## src/rtl/ps2_keyboard_rx_pkg.sv

```systemverilog
// Shared types and constants for the PS/2 keyboard receiver.
package ps2_pkg;

    typedef enum logic [1:0] {
        IDLE,
        DATA,
        PARITY,
        STOP
    } ps2_state_t;

    localparam logic PS2_START_BIT = 1'b0;
    localparam logic PS2_STOP_BIT  = 1'b1;

    // Scan-code prefixes the CPU-side peripheral decodes.
    localparam logic [7:0] PS2_BREAK  = 8'hF0;
    localparam logic [7:0] PS2_EXTEND = 8'hE0;

    // Odd parity: data bits plus parity bit must hold an odd number of ones.
    function automatic logic ps2_odd_ok(input logic [7:0] b, input logic p);
        return (^b) ^ p;
    endfunction

endpackage

```

## src/rtl/ps2_keyboard_rx_if.sv

```systemverilog
// CPU-side read port of the PS/2 receiver: FIFO pop, status and error flags.
interface ps2_keyboard_rx_if;
    logic       rd_en;
    logic       clr_overflow;
    logic [7:0] rd_data;
    logic       rd_valid;
    logic       frame_err;
    logic       overflow;

    // CPU peripheral side
    modport master (
        output rd_en, clr_overflow,
        input  rd_data, rd_valid, frame_err, overflow
    );

    // Receiver side
    modport slave (
        input  rd_en, clr_overflow,
        output rd_data, rd_valid, frame_err, overflow
    );
endinterface

```

## src/rtl/ps2_keyboard_rx_fifo.sv

```systemverilog
// First-word-fall-through byte FIFO with a sticky overflow flag.
module ps2_byte_fifo #(
    parameter int DEPTH = 8
) (
    input  logic       CLK_CPU,
    input  logic       resetn,
    input  logic       push,
    input  logic [7:0] push_data,
    input  logic       pop,
    input  logic       clr_overflow,
    output logic [7:0] rd_data,
    output logic       rd_valid,
    output logic       overflow
);
    localparam int AW = $clog2(DEPTH);

    logic [7:0]  mem [DEPTH];
    logic [AW:0] wptr, rptr;
    logic        empty, full, do_pop, do_push;

    assign empty   = (wptr == rptr);
    assign full    = (wptr[AW] != rptr[AW]) && (wptr[AW-1:0] == rptr[AW-1:0]);
    // A pop on an empty FIFO is dropped, so a same-cycle push still lands.
    assign do_pop  = pop & ~empty;
    // A pop frees the slot the push would need, so full+pop still accepts.
    assign do_push = push & (~full | do_pop);

    assign rd_valid = ~empty;
    assign rd_data  = empty ? 8'h00 : mem[rptr[AW-1:0]];

    // Read/write pointers, one extra MSB to tell full from empty
    always_ff @(posedge CLK_CPU or negedge resetn) begin
        if (!resetn) begin
            wptr <= '0;
            rptr <= '0;
        end else begin
            if (do_push) wptr <= wptr + 1'b1;
            if (do_pop)  rptr <= rptr + 1'b1;
        end
    end

    // Storage; contents are don't-care while empty, so no reset
    always_ff @(posedge CLK_CPU) begin
        if (do_push) mem[wptr[AW-1:0]] <= push_data;
    end

    // Sticky overflow; a new drop wins over a same-cycle clear
    always_ff @(posedge CLK_CPU or negedge resetn) begin
        if (!resetn)                   overflow <= 1'b0;
        else if (push & full & ~do_pop) overflow <= 1'b1;
        else if (clr_overflow)          overflow <= 1'b0;
    end

endmodule

```

## src/rtl/ps2_keyboard_rx.sv

```systemverilog
// PS/2 keyboard receiver: edge detect, frame FSM, inter-edge timeout, byte FIFO.
module ps2_keyboard_rx
    import ps2_pkg::*;
#(
    parameter int FIFO_DEPTH     = 8,
    parameter int TIMEOUT_CYCLES = 16000
) (
    input  logic             CLK_CPU,
    input  logic             resetn,
    input  logic             keyboard_clock,
    input  logic             keyboard_data,
    ps2_keyboard_rx_if.slave bus
);
    localparam int            TW       = $clog2(TIMEOUT_CYCLES);
    localparam logic [TW-1:0] TCNT_MAX = TW'(TIMEOUT_CYCLES - 1);

    ps2_state_t    state_q, state_d;
    logic          clk_prev, fall;
    logic [2:0]    bitcnt_q, bitcnt_d;
    logic [7:0]    shreg_q, shreg_d;
    logic          par_ok_q, par_ok_d;
    logic [TW-1:0] tcnt_q;
    logic          err_d, err_q;
    logic          push;

    // Bus idles high, so clk_prev resets to 1 and reset release makes no edge.
    assign fall = clk_prev & ~keyboard_clock;

    // Falling-edge detector and saturating inter-edge cycle counter
    always_ff @(posedge CLK_CPU or negedge resetn) begin
        if (!resetn) begin
            clk_prev <= 1'b1;
            tcnt_q   <= '0;
        end else begin
            clk_prev <= keyboard_clock;
            if (fall)                  tcnt_q <= '0;
            else if (tcnt_q != TCNT_MAX) tcnt_q <= tcnt_q + 1'b1;
        end
    end

    // Frame FSM registers and the registered error pulse
    always_ff @(posedge CLK_CPU or negedge resetn) begin
        if (!resetn) begin
            state_q  <= IDLE;
            bitcnt_q <= '0;
            shreg_q  <= '0;
            par_ok_q <= 1'b0;
            err_q    <= 1'b0;
        end else begin
            state_q  <= state_d;
            bitcnt_q <= bitcnt_d;
            shreg_q  <= shreg_d;
            par_ok_q <= par_ok_d;
            err_q    <= err_d;
        end
    end

    // Next state: timeout mid-frame abandons the byte, otherwise advance on fall
    always_comb begin
        state_d  = state_q;
        bitcnt_d = bitcnt_q;
        shreg_d  = shreg_q;
        par_ok_d = par_ok_q;
        push     = 1'b0;
        err_d    = 1'b0;
        if (state_q != IDLE && tcnt_q == TCNT_MAX) begin
            state_d = IDLE;
            err_d   = 1'b1;
        end else if (fall) begin
            case (state_q)
                IDLE: begin
                    // A high data bit here is just line noise; ignore it quietly.
                    if (keyboard_data == PS2_START_BIT) begin
                        state_d  = DATA;
                        bitcnt_d = '0;
                    end
                end
                DATA: begin
                    shreg_d  = {keyboard_data, shreg_q[7:1]};
                    bitcnt_d = bitcnt_q + 1'b1;
                    if (bitcnt_q == 3'd7) state_d = PARITY;
                end
                PARITY: begin
                    par_ok_d = ps2_odd_ok(shreg_q, keyboard_data);
                    state_d  = STOP;
                end
                STOP: begin
                    state_d = IDLE;
                    if (keyboard_data == PS2_STOP_BIT && par_ok_q) push  = 1'b1;
                    else                                           err_d = 1'b1;
                end
                default: state_d = IDLE;
            endcase
        end
    end

    assign bus.frame_err = err_q;

    ps2_byte_fifo #(
        .DEPTH (FIFO_DEPTH)
    ) u_fifo (
        .CLK_CPU      (CLK_CPU),
        .resetn       (resetn),
        .push         (push),
        .push_data    (shreg_q),
        .pop          (bus.rd_en),
        .clr_overflow (bus.clr_overflow),
        .rd_data      (bus.rd_data),
        .rd_valid     (bus.rd_valid),
        .overflow     (bus.overflow)
    );

endmodule

```

## src/flat_wrapper.sv

```systemverilog
// flat-port wrapper written by rule: the top's interface ports become plain ports
module ps2_keyboard_rx_flat import ps2_pkg::*;
#(
    parameter int FIFO_DEPTH     = 8,
    parameter int TIMEOUT_CYCLES = 16000
)
  (CLK_CPU, resetn, keyboard_clock, keyboard_data, bus_rd_en, bus_clr_overflow, bus_rd_data, bus_rd_valid, bus_frame_err, bus_overflow);
  ps2_keyboard_rx_if bus_i ();
  input  logic CLK_CPU;
  input  logic resetn;
  input  logic keyboard_clock;
  input  logic keyboard_data;
  input wire logic [$bits(bus_i.rd_en)-1:0] bus_rd_en;
  input wire logic [$bits(bus_i.clr_overflow)-1:0] bus_clr_overflow;
  output wire logic [$bits(bus_i.rd_data)-1:0] bus_rd_data;
  output wire logic [$bits(bus_i.rd_valid)-1:0] bus_rd_valid;
  output wire logic [$bits(bus_i.frame_err)-1:0] bus_frame_err;
  output wire logic [$bits(bus_i.overflow)-1:0] bus_overflow;
  assign bus_i.rd_en = bus_rd_en;
  assign bus_i.clr_overflow = bus_clr_overflow;
  assign bus_rd_data = bus_i.rd_data;
  assign bus_rd_valid = bus_i.rd_valid;
  assign bus_frame_err = bus_i.frame_err;
  assign bus_overflow = bus_i.overflow;
  ps2_keyboard_rx #(.FIFO_DEPTH(FIFO_DEPTH), .TIMEOUT_CYCLES(TIMEOUT_CYCLES)) u_core (.CLK_CPU(CLK_CPU), .resetn(resetn), .keyboard_clock(keyboard_clock), .keyboard_data(keyboard_data), .bus(bus_i));
endmodule
```

## config.mk

```make
export PLATFORM = sky130hd
export DESIGN_NAME = ps2_keyboard_rx_flat
export DESIGN_NICKNAME = d
export VERILOG_FILES = /design/src/rtl/ps2_keyboard_rx_pkg.sv /design/src/rtl/ps2_keyboard_rx_if.sv /design/src/rtl/ps2_keyboard_rx_fifo.sv /design/src/rtl/ps2_keyboard_rx.sv /design/src/flat_wrapper.sv
export SDC_FILE = /design/constraint.sdc
export NUM_CORES = 1
export LEC_CHECK = 0
export CAP_MARGIN = 20
export CORE_UTILIZATION = 65
export DETAILED_ROUTE_END_ITERATION = 8
export PLACE_DENSITY = 0.81
export SYNTH_ARGS = -nofsm -noshare
export SYNTH_HDL_FRONTEND = slang
export SYNTH_SLANG_ARGS = --single-unit
```

## constraint.sdc

```tcl
create_clock -name CLK_CPU -period 5.4 [get_ports CLK_CPU]
set_input_delay 1.08 -clock CLK_CPU [delete_from_list [all_inputs] [get_ports CLK_CPU]]
set_output_delay 1.08 -clock CLK_CPU [all_outputs]
set_load 0.02 [all_outputs]
```

# --- Yosys cells after proc, flatten, opt, wreduce, memory -nomap -nowiden ---
# Memories as Yosys holds them, arrays and structs flattened.
# Cells that the tools add are included.
# W data, S select, Z words.
totals:
  output_inout_bits: 11
  n_memories: 1
  register_bits: 39
  in_bits: 6
  ram_bits: 64
  word_cells: 75
op_classes:
  n_mux: 22
  reduce_logical: 14
  n_bitwise: 12
  n_addsub: 4
  n_eq_ne: 12
mem_list:
  columns: ["memory", "depth", "width", "read_ports", "rd_ports_with_merged_regs", "write_ports", "line_no", "rtl"]
  rows:
  - ["u_core.u_fifo.mem", 8, 8, 1, 0, 1, "ps2_keyboard_rx_fifo.sv:17", "logic [7:0] mem [DEPTH];"]
op_table:
  columns: ["op", "n"]
  rows:
  - ["$mux W14", 2]
  - ["$add A14 B1 Y14 const B", 1]
  - ["$eq A14 B14 Y1 const B", 1]
  - ["$ne A14 B14 Y1 const B", 1]
  - ["$mux W1", 12]
  - ["$reduce_bool A2 Y1", 5]
  - ["$reduce_and A3 Y1", 3]
  - ["$add A4 B1 Y4 const B", 2]
  - ["$mux W2", 4]
  - ["$mux W8", 1]
  - ["$pmux W2 S4", 1]
  - ["$reduce_xor A8 Y1", 1]
  - ["$pmux W3 S2", 1]
  - ["$and A1 B1 Y1", 5]
  - ["$not A1 Y1", 5]
  - ["$eq A2 B2 Y1 const B", 2]
  - ["$eq A4 B4 Y1", 1]
  - ["$reduce_and A4 Y1", 1]
  - ["$add A3 B1 Y3 const B", 1]
  - ["$eq A3 B3 Y1", 1]
  - ["$eq A3 B3 Y1 const B", 1]
  - ["$logic_and A1 B1 Y1", 3]
  - ["$mux W3", 1]
  - ["$ne A3 B1 Y1 const B", 1]
  - ["7 further kinds", 7]

# --- Longest topological paths before layout ---
# Gate-level depths: netlist of the first run.
logic_depth:
  depth_word: 8
  depth_mapped: 8
  mapped_depth_nobuf: 6

# --- By module ---
# Synthesis of the first run repeated with hierarchy kept, for this count alone.
hier_totals:
  cells_unflattened: 302
  hier_area_um2: 4586.9
by_module_without_submodules:
  columns: ["module", "n_inst", "cells_per_inst", "area_each_um2", "seq_area_each_um2"]
  rows:
  - ["ps2_byte_fifo", 1, 157, 2985.4, 2147.1]
  - ["ps2_keyboard_rx", 1, 145, 1601.5, 752.0]

# --- Least setup slack after synthesis of the first run ---
# Ideal clock, no wire load.
synth_timing:
  path_type: "input port to flip-flop"
  from: "input keyboard_clock"
  to: "memory u_core.u_fifo.mem[4][0], enable pin"
  setup_slack_ps: 2078
  n_path_buf: 0
  setup_time_ps: 398
  stages: 4
  arrival_ps: 2924
  required_ps: 5002
  cell_sequence: "nor2b_1 nand4_1 a211o_1 nor4b_1"
synth_via:
  elab_chain_cells: 7
synth_lines:
  columns: ["element", "line_no", "rtl"]
  rows:
  - ["start, declared", "flat_wrapper.sv:11", "input logic keyboard_clock;"]
  - ["$not A1 Y1", "ps2_keyboard_rx.sv:27", "assign fall = clk_prev & ~keyboard_clock;"]
  - ["$and A1 B1 Y1", "ps2_keyboard_rx.sv:27", null]
  - ["$mux W1", "ps2_keyboard_rx.sv:69", "end else if (fall) begin"]
  - ["$mux W1", "ps2_keyboard_rx.sv:66", "if (state_q != IDLE && tcnt_q == TCNT_MAX) begin"]
  - ["$and A1 B1 Y1", "ps2_keyboard_rx_fifo.sv:26", "assign do_push = push & (~full | do_pop);"]
  - ["$mux W1", "ps2_keyboard_rx_fifo.sv:44", "if (do_push) mem[wptr[AW-1:0]] <= push_data;"]
  - ["$mux W1 (not written as such)", "ps2_keyboard_rx_fifo.sv:44", null]
  - ["end, declared", "ps2_keyboard_rx_fifo.sv:17", null]
# Every way passes these cells.

# --- Worst setup path in the final report of the first run ---
layout_timing:
  from: "register u_core.u_fifo.rptr[0]"
  to: "output bus_rd_valid"
layout_via:
  elab_chain_cells: 2
layout_lines:
  columns: ["element", "line_no", "rtl"]
  rows:
  - ["start, declared", "ps2_keyboard_rx_fifo.sv:18", "logic [AW:0] wptr, rptr;"]
  - ["start signal, assigned", "ps2_keyboard_rx_fifo.sv:38", "if (do_pop) rptr <= rptr + 1'b1;"]
  - ["$eq A4 B4 Y1", "ps2_keyboard_rx_fifo.sv:21", "assign empty = (wptr == rptr);"]
  - ["$not A1 Y1", "ps2_keyboard_rx_fifo.sv:28", "assign rd_valid = ~empty;"]
  - ["end, declared", "flat_wrapper.sv:16", "output wire logic [$bits(bus_i.rd_valid)-1:0] bus_rd_valid;"]
# Every way passes these cells.

==> impl_metrics.env, run 1 <==
export IMPL_worst_slack_ns=1.42
export IMPL_synthTopCellsByArea="edfxtp_1 (42%), dfrtp_1 (21%), mux4_2 (7.8%)"
export IMPL_synth_area_um2=4590
export IMPL_start_util_pct=67.6
export IMPL_syn_num_nets=313
export IMPL_cts_buffers_inserted=9
export IMPL_crit_buf_inv=3
export IMPL_wl_per_cell_um=18.4
export IMPL_syn2layout_area_growth_pct=9.64
export IMPL_syn_area_per_cell_um2=15.5
export IMPL_first_pass_iters=4
export IMPL_critical_path_required_ns=4.32
export IMPL_max_cap_viol_count=0
export IMPL_cts_resized=0
export IMPL_rows=30
export IMPL_die_h_um=86.1
export IMPL_final_min_clock_period_ns=3.98
export IMPL_synth_seq_area_share_pct=63.1
export IMPL_gp_congestion=0.755
export IMPL_dpl_hpwl_um=5210
export IMPL_antenna_found_initial=0
export IMPL_synth_seq_cells=103
export IMPL_clock_latency_ns=0.36
export IMPL_synth_cell_types=52
export IMPL_slowest_delay_ns=0.69
export IMPL_worstSetupStartpointType="flip-flop"
export IMPL_synthFlopType="edfxtp_1"
export IMPL_worstSetupPathType="reg -> out"
export IMPL_max_freq_mhz=251
export IMPL_slowest_stage="dfrtp_1"
export IMPL_synth_edf_count=64
export IMPL_cts_sinks=103
export IMPL_synthTopCellsByCount="edfxtp_1 (64), dfrtp_1 (38), nor2_1 (24), xnor2_1 (19), mux4_2 (16)"
export IMPL_grt_usage_pct=23.0
export IMPL_grt_pass1_vias=2432
export IMPL_io_pins=17
export IMPL_crit_chain="buf_4 -> xnor2_1 -> and3_1 -> and2_1 -> inv_1 -> clkdlybuf4s50_1"
export IMPL_status="completed"
export IMPL_min_path_cells=1
export IMPL_tns_ns=0
export IMPL_skew_ns=0.00850
export IMPL_endpoint_kind="primary output"
export IMPL_setup_viol=0
export IMPL_vias=2522
export IMPL_relSlewSlack_pct=28.8
export IMPL_ir_worst_vdd_mv=0.299
export IMPL_final_nets=335
export IMPL_overflow=0
export IMPL_fp_dieW_um=86.1
export IMPL_synth_top_area_share_pct=41.8
export IMPL_finalHoldViolations=0
export IMPL_root_buffer="clkbuf_8"
export IMPL_drv_slew=0
export IMPL_crit_family="buffers and inverters"
export IMPL_hold_class="reg -> reg"
export IMPL_async_flop_share_pct=37.9
export IMPL_cts_tree="done"
export IMPL_htree_num_levels=3
export IMPL_grt_max_degree=40
export IMPL_ys_warnings_count=0
export IMPL_r2r_cells=5
export IMPL_antenna_left=0
export IMPL_clk_pin_slew_ns=0.10
export IMPL_io_buffers=16
export IMPL_drive_above_1_share_pct=18.8
export IMPL_power_density_nw_per_um2=486
export IMPL_arrival_ns=2.90
export IMPL_post_cts_repair_setup_buffers=0
export IMPL_min_period_over_period_pct=73.8
export IMPL_drt_wl_total_um=7720
export IMPL_power_leakage_nw=1.87
export IMPL_clockBufferDepth=2
export IMPL_syn_inst=297
export IMPL_rsz0062_at_grt="false"
export IMPL_via_per_inst=6.00
export IMPL_hold_buffers=0
export IMPL_diodes=0
export IMPL_core_area_um2=6790
export IMPL_drcViolationCount=0
export IMPL_grt_pass1_wl_um=12500
export IMPL_path_max_fanout=12
export IMPL_yosysTopAreaCell="edfxtp_1"
export IMPL_post_place_ws_ns=1.74
export IMPL_crit_cells=6
export IMPL_worstMarginPinSlew_ns=1.06
export IMPL_first_iter_violations=111
export IMPL_die_area_um2=7410
export IMPL_post_synth_top_count_cell="edfxtp_1"
-- power by group --
part,internal (mW),switching (mW),total [mW]
registers,0.991,0.211,1.20
logic,0.457,0.352,0.808
clock network,0.173,0.266,0.439
total,1.62,0.829,2.45
-- routing by layer --
metal,global-route usage [%],share of wire (%),routed length [um],vias to the layer above
met5,0,0,0,-
met4,7.12,1.3,102,0
met3,5.77,3.8,297,12
met2,38.0,51,3920,62
met1,30.3,44,3400,1268
li1,-,-,-,1180
-- logic make-up after synthesis --
logic type	share of synthesized area, %
xor+xnor	4.88
fa+ha+maj	2.72
mux	13.0
compound gates	3.65
simple gates	10.8
flops	63.1
buf+inv	1.88
-- state kept, by name, indices dropped and copies added, names as in the netlist, 2 cells and up --
signal / flops
u_core.bitcnt_q: 3
u_core.u_fifo.wptr: 4
u_core.tcnt_q: 14
u_core.u_fifo.mem: 64
u_core.u_fifo.rptr: 4
u_core.shreg_q: 8
u_core.state_q: 2
-- through the flow --
stage	utilization, %	total power, mW	cells	instance area (um^2)	hold WS, ns
floorplan	-	1.76	297	4590	0.458
global placement	71.5	1.99	404	4860	0.476
detailed placement	71.5	2.03	404	4860	0.478
CTS	74.1	2.47	420	5040	0.499
global route	74.1	2.58	420	5040	0.512
finish	74.1	2.45	420	5040	0.494
-- path summary, 6_finish.rpt --
path / slack, ns / start / end
min in group asynchronous: 0.83 / resetn / u_core.u_fifo.rptr[2]
hold reg to reg: 0.49 / u_core.u_fifo.wptr[3] / u_core.u_fifo.wptr[3]
max in group asynchronous: 4.01 / resetn / u_core.shreg_q[2]
setup / recovery: 1.42 / u_core.u_fifo.rptr[0] / bus_rd_valid
setup reg to reg: 2.44 / u_core.u_fifo.rptr[0] / u_core.u_fifo.mem[3][2]
hold / removal: 0.49 / u_core.u_fifo.wptr[3] / u_core.u_fifo.wptr[3]
-- cell type report --
cell class / instances / area, um^2
Clock inverter: 7 / 55.1
Clock buffer: 9 / 124
Inverter: 6 / 22.5
Multi-Input combinational cell: 176 / 1610
Fill cell: 399 / 1760
Timing Repair Buffer: 23 / 208
Sequential cell: 103 / 2900
Tap cell: 96 / 120
-- placed cells by master, fill, tap and decap left out, drive strengths merged, types with 4 or more instances in the layout --
cell,count
edfxtp,64
dfrtp,38
nor2,24
xnor2,19
mux4,16
clkdlybuf4s50,15
nand2,11
nand3,11
mux2,11
mux2i,10
ha,10
clkbuf,9
inv,9
buf,8
nor3,7
nor4,6
nand4,5
o31ai,4
xor2,4
a21oi,4
Note: power is estimated with default switching activity, not from simulation.
==> inputs of run 2 (changes only) <==
CORE_UTILIZATION = 55   (was 65)
PLACE_DENSITY = 0.73   (was 0.81)
clock period = 3.6 ns   (was 5.4 ns; I/O delays follow)
==> run 2 against run 1 <==
Count of clock-buffer cells in the layout is the same. Clock power rose by 79%. First-iteration DRC count is 55% higher. Global-route usage decreased by 3.5 points. Setup slack got worse by 0.98 ns. Non-clock buffer count up 3. Critical path type unchanged. Highest routed layer unchanged.
==> impl_metrics.env, run 2 (synthesis gave the netlist of run 1 again) <==
export IMPL_core_area_um2=7890
export IMPL_via_per_inst=5.70
export IMPL_power_density_nw_per_um2=744
export IMPL_final_min_clock_period_ns=3.16
export IMPL_crit_buf_inv=3
export IMPL_first_iter_violations=172
export IMPL_overflow=0
export IMPL_worstSetupPathType="reg -> out"
export IMPL_wl_per_cell_um=17.4
export IMPL_die_area_um2=8720
export IMPL_antenna_left=0
export IMPL_start_util_pct=58.2
export IMPL_drcViolationCount=0
export IMPL_crit_cells=6
export IMPL_vias=2444
export IMPL_drive_above_1_share_pct=19.6
export IMPL_clock_latency_ns=0.36
export IMPL_diodes=0
export IMPL_clockBufferDepth=2
export IMPL_rsz0062_at_grt="false"
export IMPL_hold_buffers=0
export IMPL_drv_slew=0
export IMPL_min_period_over_period_pct=87.9
export IMPL_grt_max_degree=40
export IMPL_post_cts_repair_setup_buffers=0
export IMPL_syn2layout_area_growth_pct=11.1
export IMPL_fp_dieW_um=93.4
export IMPL_htree_num_levels=3
export IMPL_r2r_slack_ns=1.30
export IMPL_skew_ns=0.0111
export IMPL_cts_tree="done"
export IMPL_dpl_hpwl_um=5070
export IMPL_tns_ns=0
export IMPL_finalHoldViolations=0
export IMPL_max_cap_viol_count=0
export IMPL_max_freq_mhz=316
export IMPL_clk_pin_slew_ns=0.10
export IMPL_grt_pass1_vias=2496
export IMPL_final_common_cell="edfxtp_1"
export IMPL_slowest_stage="clkdlybuf4s50_1"
export IMPL_critical_path_required_ns=2.88
export IMPL_power_leakage_nw=1.90
export IMPL_gp_congestion=0.772
export IMPL_reg2reg_to="u_core.u_fifo.mem[6][5]"
export IMPL_hold_class="in -> async"
export IMPL_relSlewSlack_pct=39.1
export IMPL_worstMarginPinSlew_ns=0.913
export IMPL_rows=32
export IMPL_arrival_ns=2.44
export IMPL_cts_buffers_inserted=9
export IMPL_crit_family="buffers and inverters"
export IMPL_slowest_delay_ns=0.56
export IMPL_layout_common_cells="edfxtp_1 (64), dfrtp_1 (38), nor2_1 (24), xnor2_1 (19), mux4_2 (16)"
export IMPL_cts_resized=0
export IMPL_drt_wl_total_um=7450
export IMPL_reg2reg_from="u_core.state_q[0]"
export IMPL_io_pins=17
export IMPL_largest_register_ff_count=64
export IMPL_first_pass_iters=4
export IMPL_antenna_found_initial=0
export IMPL_crit_chain="buf_4 -> xnor2_1 -> and3_1 -> and2_1 -> inv_1 -> clkdlybuf4s50_1"
export IMPL_root_buffer="clkbuf_8"
export IMPL_postLayoutCoreUtil_pct=64.7
export IMPL_grt_pass1_wl_um=12700
export IMPL_worstSetupStartpointType="flip-flop"
export IMPL_io_buffers=16
export IMPL_status="completed"
export IMPL_endpoint_kind="primary output"
export IMPL_cts_sinks=103
export IMPL_r2r_cells=6
export IMPL_path_max_fanout=11
export IMPL_ir_worst_vdd_mv=0.257
export IMPL_final_nets=338
export IMPL_setup_viol=0
export IMPL_die_h_um=93.4
export IMPL_grt_usage_pct=19.5
[run 2: changes by cell type in the layout (fill, tap and decap cells not counted)]
cell       previous run  this run
buf_4                 7        10
bufinv_16             0         2
clkinv_2              0         1
clkinv_4              2         0
inv_6                 3         2
[run 2: final cells by class]
cell class / instances / area (um^2)
Clock buffer: 9 / 124
Fill cell: 546 / 2780
Sequential cell: 103 / 2900
Clock inverter: 7 / 93.8
Multi-Input combinational cell: 176 / 1610
Tap cell: 102 / 128
Timing Repair Buffer: 26 / 230
Inverter: 6 / 22.5
[run 2: how the worst max path moves through the flow]
stage,from,endpoint,slack [ns]
after floorplan,keyboard_clock,u_core.u_fifo.mem[4][0],0.64
after global placement,keyboard_clock,u_core.u_fifo.mem[4][3],0.73
after detailed placement,keyboard_clock,u_core.u_fifo.mem[4][3],0.74
after CTS,u_core.u_fifo.rptr[2],bus_rd_valid,0.39
after global routing,u_core.u_fifo.wptr[1],bus_rd_valid,0.28
final,u_core.u_fifo.rptr[2],bus_rd_valid,0.44
[run 2: report_power, final]
| group | switching (mW) | total (mW) | internal, mW |
|---|---|---|---|
| combinational | 0.606 | 1.30 | 0.694 |
| sequential | 0.221 | 1.71 | 1.49 |
| clock | 0.393 | 0.786 | 0.393 |
[run 2: metrics by stage]
stage | hold slack, ns | instances | setup slack (ns) | instance area [um^2] | power (mW)
floorplan | 0.424 | 297 | 0.638 | 4590 | 2.64
global placement | 0.478 | 413 | 0.729 | 4890 | 3.03
detailed placement | 0.480 | 413 | 0.745 | 4890 | 3.05
CTS | 0.499 | 429 | 0.394 | 5100 | 3.84
global route | 0.517 | 429 | 0.282 | 5100 | 4.02
finish | 0.493 | 429 | 0.435 | 5100 | 3.80
[run 2: metal layers]
metal  part of all wire, %  track usage, %
met2                    50            31.3
met3                   3.0            3.66
met4                  0.71            6.15
met5                     0               0
met1                    47            27.2
==> RTL change: new RTL, flow settings as in run 1 <==
The 4 states of `ps2_state_t` get a one-hot encoding in 4 bits.
--- a/src/rtl/ps2_keyboard_rx_pkg.sv
+++ b/src/rtl/ps2_keyboard_rx_pkg.sv
@@ -1,11 +1,11 @@
 // Shared types and constants for the PS/2 keyboard receiver.
 package ps2_pkg;
 
-    typedef enum logic [1:0] {
-        IDLE,
-        DATA,
-        PARITY,
-        STOP
+    typedef enum logic [3:0] {
+        IDLE   = 4'b0001,
+        DATA   = 4'b0010,
+        PARITY = 4'b0100,
+        STOP   = 4'b1000
     } ps2_state_t;
 
     localparam logic PS2_START_BIT = 1'b0;
Function: no difference found for any inputs over 10 cycles, from zero or initial values and one cycle with resetn low; not proved beyond that.
==> RTL change against run 1 <==
  * Design area decreased by 0.47%
  * Count of clock-buffer cells in the layout grew 1
  * Synthesized cell count decreased by 1.3%
  * Power shrank 1.5%
  * Clock power is 7.7% higher
  * Setup slack better by 120 ps
  * Routed wire length up 4.3%
  * First-iteration DRC count is 65% higher
  * Maximum frequency up 3.0%
  * Utilization is 0.35 points lower
  * Worst hold slack improved by 11 ps
  * Area after synthesis shrank 0.74%
  * Sequential cell count grew 2
  * Critical path type unchanged
==> RTL change: results (changes against run 1) <==
Parameter                              Value

Route
  1st-iter DRT viols    183 (+65%)
  Length of routed wiring on met1    3490 um (+2.6%)
  Met3 routed wirelength    356 um (+20%)
  Number of iterations in the first detailed-routing pass    4 (unchanged)
  Via count of the routed design    2467 (-2.2%)
  Length of routed met2 wiring    4050 um (+3.3%)
  Uppermost routed layer    met4
  WL per Instance    19.4 um (+5.3%)
  Post-detailed-routing wire length    8050 um (+4.3%)

Logic synthesis
  Unique masters post-synth    50 (-3.8%)
  Proportion of synthesized chip area in sequential cells    64.7% (+1.6 points)
  Net Count, Synth    304 (-2.9%)
  Yosys warns    0 (unchanged)
  Top cells by area, synth    sky130_fd_sc_hd__edfxtp_1, sky130_fd_sc_hd__dfrtp_1, sky130_fd_sc_hd__mux4_2, sky130_fd_sc_hd__xnor2_1, sky130_fd_sc_hd__mux2_2
  Top cells by count, synth    sky130_fd_sc_hd__edfxtp_1, sky130_fd_sc_hd__dfrtp_1, sky130_fd_sc_hd__nor2_1
  Syn Area/Cell    15.6 um^2 (+0.62%)
  Number of enable-type register cells in the synthesized netlist    64 (unchanged)
  Share of async-settable or async-resettable flops after synthesis    39.0% (+1.2 points)

GRT
  GR Util met3    3.95% (-1.8 points)
  Largest net degree at the start of global routing    42 (+5.0%)
  Global-route usage over all layers    24.9% (+1.9 points)
  Met2 usage in global routing    40.9% (+2.8 points)
  GR Util met1    33.9% (+3.6 points)
  Wire length of the first global-routing pass    13100 um (+5.1%)
  Initial antenna violation count    0 (unchanged)

Run status
  Status    completed

Power and ir drop
  Worst ir drop on vdd    0.000308 V (+2.7%)
  Total design power    2.41 mW (-1.5%)
  Power share of the combinational group    30.6% (-2.4 points)
  Switching power share of the total    32.5% (-1.4 points)
  Leakage power    1.84 nW (-1.6%)

STA
  Final number of max-transition violations    0 (unchanged)
  Summed negative setup slack over all endpoints    0 ps (unchanged)
  Slew of the pin with the lowest slew margin    1020 ps (-38.8 ps)
  Clk_skew    10.1 ps (+1.57 ps)
  Hold Vio Cnt, Final    0 (unchanged)

CTS
  Master cell of the clock root buffer    sky130_fd_sc_hd__clkbuf_8
  Maximum clock path buffer count    2 (unchanged)
  CTS H-tree lvls    3 (unchanged)
  Number of gates resized after CTS    0 (unchanged)
  Number of buffers created by CTS    9 (unchanged)

Placed design
  Routability congestion estimate from global placement    0.770 (+2.0%)
  Detailed-placement wirelength estimate    5480 um (+5.2%)
  Post-placement cell count    399 (-1.2%)

Cells and area
  Ant diodes    0 (unchanged)
  Max FFs per register    64 (unchanged)
  Layout net count    326 (-2.7%)
  Share of cells above drive strength 1    20.6% (+1.8 points)

Setup path
  Highest fanout seen on the critical path    20 (+8)
  Largest stage delay on the critical path    900 ps (+210 ps)
  Crit path max-delay cell type    sky130_fd_sc_hd__dfrtp_1
  Family of cells with the greatest summed delay on the critical path    flip-flops

Hold path
  Type of the most critical hold path    reg -> reg

Job
  Max cap viols    0 (unchanged)
-- RTL change: cell types whose count changed after synthesis, sizes merged, moves of 3 or more --
cell    delta
xor2       +7
ha         -5
nand3      -5
a31oi      +4
o21ai      +4
o31ai      -4
xnor2      -4
and3       +3
nand2b     +3
-- RTL change: cell type report --
cell class              instances  area [um^2]
fillers                       428         1780
clock buffers                  10          128
well taps                      96          120
repair buffers                 22          200
inverters                       5         18.8
clock inverters                 6         67.6
flip-flops and latches        105         2950
multi-input cells             172         1530
-- RTL change: worst paths after layout --
check	from	to	slack, ps	cells past startpoint
setup reg to reg	u_core.u_fifo.rptr[1]	u_core.u_fifo.mem[3][0]	2450	5
setup / recovery	u_core.u_fifo.rptr[1]	bus_rd_data[4]	1530	4
min in group asynchronous	resetn	u_core.u_fifo.rptr[0]	840	1
max in group asynchronous	resetn	u_core.state_q[3]	3980	1
hold / removal	u_core.tcnt_q[6]	u_core.tcnt_q[6]	510	1
hold reg to reg	u_core.tcnt_q[6]	u_core.tcnt_q[6]	510	1
-- RTL change: cells by family after synthesis --
family | share of synthesized area (%)
muxes | 13.0
AOI/OAI and AO/OA | 3.57
buffers and inverters | 1.78
xor gates and xnor gates | 5.16
DFF | 64.7
adders and majority gates | 1.37
and+or+nand+nor | 10.4
-- RTL change: through the flow --
step / setup WS (ps) / hold slack (ps) / util, % / area, um^2
2_1_floorplan: 2310 / 456 / - / 4560
3_3_place_gp: 1720 / 485 / 70.8 / 4810
3_5_place_dp: 1630 / 485 / 70.8 / 4810
4_1_cts: 1480 / 507 / 73.7 / 5000
5_1_grt: 1340 / 528 / 73.8 / 5010
6_report: 1530 / 505 / 73.8 / 5010
